## src/rtl/w_mem_loader_if.sv

```systemverilog
// w_mem_loader_if: weight stream input plus shared write port to a layer's weight memories.
interface w_mem_loader_if #(
  parameter int numNeuron    = 30,
  parameter int numWeight    = 30,
  parameter int dataWidth    = 16,
  parameter int addressWidth = $clog2(numWeight)
);
  logic                    start;
  logic                    abort;
  logic                    s_valid;
  logic [dataWidth-1:0]    s_data;
  logic                    s_ready;
  logic [numNeuron-1:0]    mem_wen;
  logic [addressWidth-1:0] mem_wadd;
  logic [dataWidth-1:0]    mem_win;
  logic                    busy;
  logic                    done;
  modport master (output start, abort, s_valid, s_data,
                  input  s_ready, mem_wen, mem_wadd, mem_win, busy, done);
  modport slave  (input  start, abort, s_valid, s_data,
                  output s_ready, mem_wen, mem_wadd, mem_win, busy, done);
endinterface

```

## src/rtl/w_mem_loader.sv

```systemverilog
// w_mem_loader: demultiplexes a weight stream, neuron-major, into one layer's bank of weight memories.
module w_mem_loader #(
  parameter int numNeuron    = 30,
  parameter int numWeight    = 30,
  parameter int dataWidth    = 16,
  parameter int addressWidth = $clog2(numWeight),
  parameter int neuronWidth  = $clog2(numNeuron)
) (
  input logic clk,
  input logic rst_n,
  w_mem_loader_if.slave bus
);
  typedef enum logic [1:0] {IDLE, LOAD, DONE} state_t;
  state_t                  state;
  logic [addressWidth-1:0] weight_cnt;
  logic [neuronWidth-1:0]  neuron_cnt;
  logic                    fire;
  logic                    last_w;
  logic                    last;
  assign fire   = bus.s_valid && bus.s_ready;
  assign last_w = weight_cnt == addressWidth'(numWeight - 1);
  assign last   = last_w && neuron_cnt == neuronWidth'(numNeuron - 1);
  always_ff @(posedge clk or negedge rst_n)
    if (!rst_n) begin
      state       <= IDLE;
      weight_cnt  <= '0;
      neuron_cnt  <= '0;
      bus.s_ready <= 1'b0;
      bus.mem_wen <= '0;
      bus.mem_wadd <= '0;
      bus.mem_win <= '0;
      bus.busy    <= 1'b0;
      bus.done    <= 1'b0;
    end else begin
      bus.mem_wen <= '0;
      case (state)
        IDLE: if (bus.start) begin
          state       <= LOAD;
          weight_cnt  <= '0;
          neuron_cnt  <= '0;
          bus.s_ready <= 1'b1;
          bus.busy    <= 1'b1;
          bus.done    <= 1'b0;
        end
        LOAD: if (bus.abort) begin
          // abort wins over a beat offered in the same cycle; that beat is never written
          state       <= IDLE;
          weight_cnt  <= '0;
          neuron_cnt  <= '0;
          bus.s_ready <= 1'b0;
          bus.busy    <= 1'b0;
        end else if (fire) begin
          bus.mem_wen  <= numNeuron'(1) << neuron_cnt;
          bus.mem_wadd <= weight_cnt;
          bus.mem_win  <= dataWidth'(bus.s_data);
          weight_cnt   <= last_w ? '0 : weight_cnt + 1'b1;
          neuron_cnt   <= last ? '0 : neuron_cnt + neuronWidth'(last_w);
          if (last) begin
            state       <= DONE;
            bus.s_ready <= 1'b0;
            bus.busy    <= 1'b0;
            bus.done    <= 1'b1;
          end
        end
        default: state <= IDLE;
      endcase
    end
endmodule

```

## src/flat_wrapper.sv

```systemverilog
// flat-port wrapper written by rule: the top's interface ports become plain ports
module w_mem_loader_flat 
#(
  parameter int numNeuron    = 30,
  parameter int numWeight    = 30,
  parameter int dataWidth    = 16,
  parameter int addressWidth = $clog2(numWeight),
  parameter int neuronWidth  = $clog2(numNeuron)
)
  (clk, rst_n, bus_start, bus_abort, bus_s_valid, bus_s_data, bus_s_ready, bus_mem_wen, bus_mem_wadd, bus_mem_win, bus_busy, bus_done);
  w_mem_loader_if #(.numNeuron(numNeuron), .numWeight(numWeight), .dataWidth(dataWidth), .addressWidth(addressWidth)) bus_i ();
  input logic clk;
  input logic rst_n;
  input wire logic [$bits(bus_i.start)-1:0] bus_start;
  input wire logic [$bits(bus_i.abort)-1:0] bus_abort;
  input wire logic [$bits(bus_i.s_valid)-1:0] bus_s_valid;
  input wire logic [$bits(bus_i.s_data)-1:0] bus_s_data;
  output wire logic [$bits(bus_i.s_ready)-1:0] bus_s_ready;
  output wire logic [$bits(bus_i.mem_wen)-1:0] bus_mem_wen;
  output wire logic [$bits(bus_i.mem_wadd)-1:0] bus_mem_wadd;
  output wire logic [$bits(bus_i.mem_win)-1:0] bus_mem_win;
  output wire logic [$bits(bus_i.busy)-1:0] bus_busy;
  output wire logic [$bits(bus_i.done)-1:0] bus_done;
  assign bus_i.start = bus_start;
  assign bus_i.abort = bus_abort;
  assign bus_i.s_valid = bus_s_valid;
  assign bus_i.s_data = bus_s_data;
  assign bus_s_ready = bus_i.s_ready;
  assign bus_mem_wen = bus_i.mem_wen;
  assign bus_mem_wadd = bus_i.mem_wadd;
  assign bus_mem_win = bus_i.mem_win;
  assign bus_busy = bus_i.busy;
  assign bus_done = bus_i.done;
  w_mem_loader #(.numNeuron(numNeuron), .numWeight(numWeight), .dataWidth(dataWidth), .addressWidth(addressWidth), .neuronWidth(neuronWidth)) u_core (.clk(clk), .rst_n(rst_n), .bus(bus_i));
endmodule
```

## config.mk

```make
export PLATFORM = sky130hd
export DESIGN_NAME = w_mem_loader_flat
export DESIGN_NICKNAME = d
export VERILOG_FILES = /design/src/rtl/w_mem_loader_if.sv /design/src/rtl/w_mem_loader.sv /design/src/flat_wrapper.sv
export SDC_FILE = /design/constraint.sdc
export NUM_CORES = 1
export LEC_CHECK = 0
export CORE_ASPECT_RATIO = 2
export CORE_MARGIN = 4
export CORE_UTILIZATION = 35
export CTS_BUF_LIST = sky130_fd_sc_hd__clkbuf_16
export CTS_CLUSTER_SIZE = 10
export DETAILED_ROUTE_END_ITERATION = 10
export GPL_ROUTABILITY_DRIVEN = 0
export PLACE_DENSITY = 0.7
export SYNTH_ARGS = -nofsm -noshare
export SYNTH_HDL_FRONTEND = slang
export SYNTH_SLANG_ARGS = --single-unit
```

## constraint.sdc

```tcl
create_clock -name clk -period 3.6 [get_ports clk]
set_input_delay 0.54 -clock clk [delete_from_list [all_inputs] [get_ports clk]]
set_output_delay 0.54 -clock clk [all_outputs]
set_load 0.1 [all_outputs]
```

==> results by group <==
Synthesis
  – Number of synthesis warnings: 0
  – Main synth FF type: dfrtp_1
  – EDFF count, synth: 0
  – Synth Net Count: 269
  – Sequential area share after synthesis: 63.6%
  – Syn Area/Cell: 10.5 um^2
  – Ys async rst share: 100%
  – Mapped Area: 0.00256 mm^2
  – Largest family of logic cells by synthesized area: simple AND/OR/NAND/NOR gates
  – Area share of and/or/nand/nor cells after synthesis: 23.9%
  – Synth area leader: dfrtp_1
  – Synth area leaders: dfrtp_1 64%, nand2_1 9.8%, nor2_1 4.1%, ha_1 2.0%, nand2b_1 1.7%
  – Yosys reg bits: 65
  – Adder-Cell Fraction of Synth Area: 1.96%
  – Cells after synthesis: 244
  – Synth Area in Compound Gates: 6.85%
  – Yosys cell types: 39
  – Post-Synth XOR/XNOR Area: 1.03%
  – Multiplexer area fraction after synthesis: 0%
  – Yosys top cell area share: 63.6%

CTS
  – Root cell of the clock tree: clkbuf_16
  – Clk slew on worst S/H paths: 0.05 ns
  – CTS Buffer Depth: 2
  – Later-pin clock latency in the skew report: 0.32 ns
  – Hold buffer count at CTS: 0
  – Post-CTS Setup Inserts: 0
  – CTS tree: yes
  – Clock sinks: 65
  – H-tree depth: 3
  – Cts bufs inserted: 9
  – Post_cts resized: 0

Layout
  – Seq. cell area: 0.00163 mm^2
  – Diode count: 0
  – Fillers: 642
  – Multi-input gate area: 862 um^2
  – Share of cells above drive strength 1: 5.85%
  – Design Area, Final: 0.00362 mm^2
  – Nets@finish: 345
  – Synth-to-layout area growth: 41.7%
  – Non-filler cells, final: 415

Die
  – Core footprint: 0.00705 mm^2
  – Row cnt: 43
  – Initial Util: 36.3%
  – Die area: 0.00882 mm^2
  – Die height: 129 um
  – Chip Width: 68.4 um
  – I/O pin cnt: 75

Worst setup path
  – Crit path from: u_core.bus.busy
  – CP Depth: 1
  – CP Capture Type: output port
  – CP max FO: 6
  – Crit-path slowest cell: clkdlybuf4s50_1
  – Delay of the slowest cell on the worst path: 1.17 ns
  – Crit path buf inv count: 1
  – Worst endpoint required time: 3.06 ns
  – WP data arrival: 1.94 ns
  – Reg-to-reg critical path startpoint: u_core.state[0]
  – Worst R2R Setup Slack: 1.51 ns
  – Crit-path cells: clkdlybuf4s50_1
  – Largest delay share family, worst path: buffers and inverters
  – End point of the critical path: bus_s_ready
  – R2R cell count: 4
  – Crit Path Class: flop to output port
  – Crit path launch type: flop
  – Reg-to-Reg End: u_core.bus.mem_wen[3]

Placement
  – Hpwl dp: 4210 um
  – Placed cell area: 0.00337 mm^2
  – # port buffers: 74
  – DP Cell Count: 399

Min path
  – HP Class: primary input to async pin

GRT
  – Vias in the first global route: 1943
  – Initial antenna violation count: 0
  – GRT Overall Usage: 14.3%
  – First-pass GRT wire length: 9270 um
  – Total global routing overflow: 0
  – Pin count of the biggest net entering global routing: 46

STA
  – Worst Skew: 0.00479 ns
  – Fmax: 403 MHz
  – Period utilisation layout: 69.0%
  – Max Slew Vio Count: 0
  – Slew headroom: 34.1%
  – Sum Neg Setup Slack: 0 ns
  – Final Hold Viols: 0
  – Final Critical Period: 2.48 ns
  – Setup violations, final: 0
  – Worst Max-Slew Pin Slew: 0.986 ns
  – Worst hold margin: 0.369 ns
  – RSZ-0062 raised after global routing: false

Run status
  – Status: finished, final reports clean

Routing
  – First drt pass iteration count: 4
  – Drt total wl: 5650 um
  – Via density: 4.71
  – Post-DRT Antenna Nets: 0
  – DR iter-0 viols: 106
  – Avg WL per Cell: 13.6 um
  – DRC violations left: 0
  – Vias after detailed routing: 1954

Pwr
  – Worst VDD drop: 0.572 mV
  – Design Power: 2.56 mW
  – Pleak: 1.65 nW
  – Pwr per Cell Area: 708 mW/mm^2

Job
  – Number of max-cap violations: 0
flip-flops by register name, indices dropped and copies added, names as in the netlist:
signal,count
u_core.neuron_cnt,5
u_core.bus.mem_wadd,5
u_core.bus.mem_wen,30
u_core.bus.done,1
u_core.bus.mem_win,16
u_core.state,2
u_core.bus.busy,1
u_core.weight_cnt,5
synthesized netlist by cell type (all sizes together) (2+ instances only):
| cell | number |
|---|---|
| nor4 | 2 |
| a21oi | 5 |
| nand2 | 67 |
| ha | 4 |
| xnor2 | 3 |
| a2111oi | 2 |
| or3 | 4 |
| o21ai | 6 |
| a22o | 2 |
| nand2b | 7 |
| nor2 | 28 |
| nand3 | 5 |
| buf | 6 |
| and2 | 2 |
| inv | 4 |
| o2bb2ai | 2 |
| and3 | 2 |
| a211oi | 2 |
| clkbuf | 5 |
| nor3 | 8 |
| nand4b | 2 |
| dfrtp | 65 |
stage by stage:
| stage | utilization [%] | setup WS, ns |
|---|---|---|
| 2_1_floorplan | - | 1.47 |
| 3_3_place_gp | 47.8 | 1.09 |
| 3_5_place_dp | 47.8 | 0.991 |
| 4_1_cts | 51.4 | 1.10 |
| 5_1_grt | 51.4 | 1.06 |
| 6_report | 51.4 | 1.12 |
worst reg2reg max path: stages, from the launching register on:
cell	delay, ns
dfrtp_1	0.44
nor2b_1	0.54
nand3_4	0.36
or3_1	0.51
nor3_1	0.16
report_power, final:
part	total (mW)	switching, mW	internal [mW]	leakage (nW)
Clock	0.722	0.273	0.449	0.130
Sequential	0.877	0.0578	0.820	0.881
Combinational	0.964	0.764	0.201	0.640
layout by cell type, fill, tap and decap left out, types with 3 or more instances in the layout:
| cell type | instances |
|---|---|
| nor2_1 | 28 |
| ha_1 | 4 |
| clkdlybuf4s50_1 | 73 |
| nand2b_1 | 7 |
| a21oi_1 | 5 |
| nor3_1 | 6 |
| dfrtp_1 | 65 |
| inv_1 | 5 |
| nand2_1 | 67 |
| o21ai_0 | 5 |
| or3_1 | 4 |
| clkbuf_16 | 9 |
| nand3_1 | 4 |
| clkinv_1 | 4 |
| xnor2_1 | 3 |
final cells by class:
type	count	area share, %
flip-flops and latches	65	44.9
multi-input cells	164	23.8
repair buffers	76	20.7
clock buffers	9	6.22
well taps	90	3.11
clock inverters	7	0.795
inverters	4	0.415
logic make-up (layout without fill, tap and decap cells):
logic type / Yosys count / after routing
buffers and inverters: 15 / 96
and+or+nand+nor: 132 / 132
xor gates and xnor gates: 3 / 3
adders and majority gates: 4 / 4
AOI/OAI and AO/OA: 25 / 25
DFF: 65 / 65
layer usage:
metal	wire length (um)	share of wire [%]	vias to the layer above	global-route usage, %
met3	335	5.9	11	4.28
met1	2040	36	914	15.4
met4	123	2.2	0	6.57
met2	3150	56	70	24.7
met5	0	0	-	0
li1	-	-	959	-
worst min path at each step:
stage / cells after the start / endpoint / slack [ns] / start
global route: 1 / u_core.bus.mem_wen[0] / 0.46 / rst_n
floorplan: 0 / u_core.bus.busy / 0.24 / rst_n
detailed placement: 2 / u_core.bus.mem_wadd[3] / 0.46 / u_core.bus.mem_wadd[3]
CTS: 1 / u_core.bus.mem_wen[0] / 0.39 / rst_n
global placement: 2 / u_core.bus.mem_win[3] / 0.47 / u_core.bus.mem_win[3]
finish: 1 / u_core.bus.mem_wen[0] / 0.37 / rst_n
No activity file was read; power rests on OpenSTA's default activity.
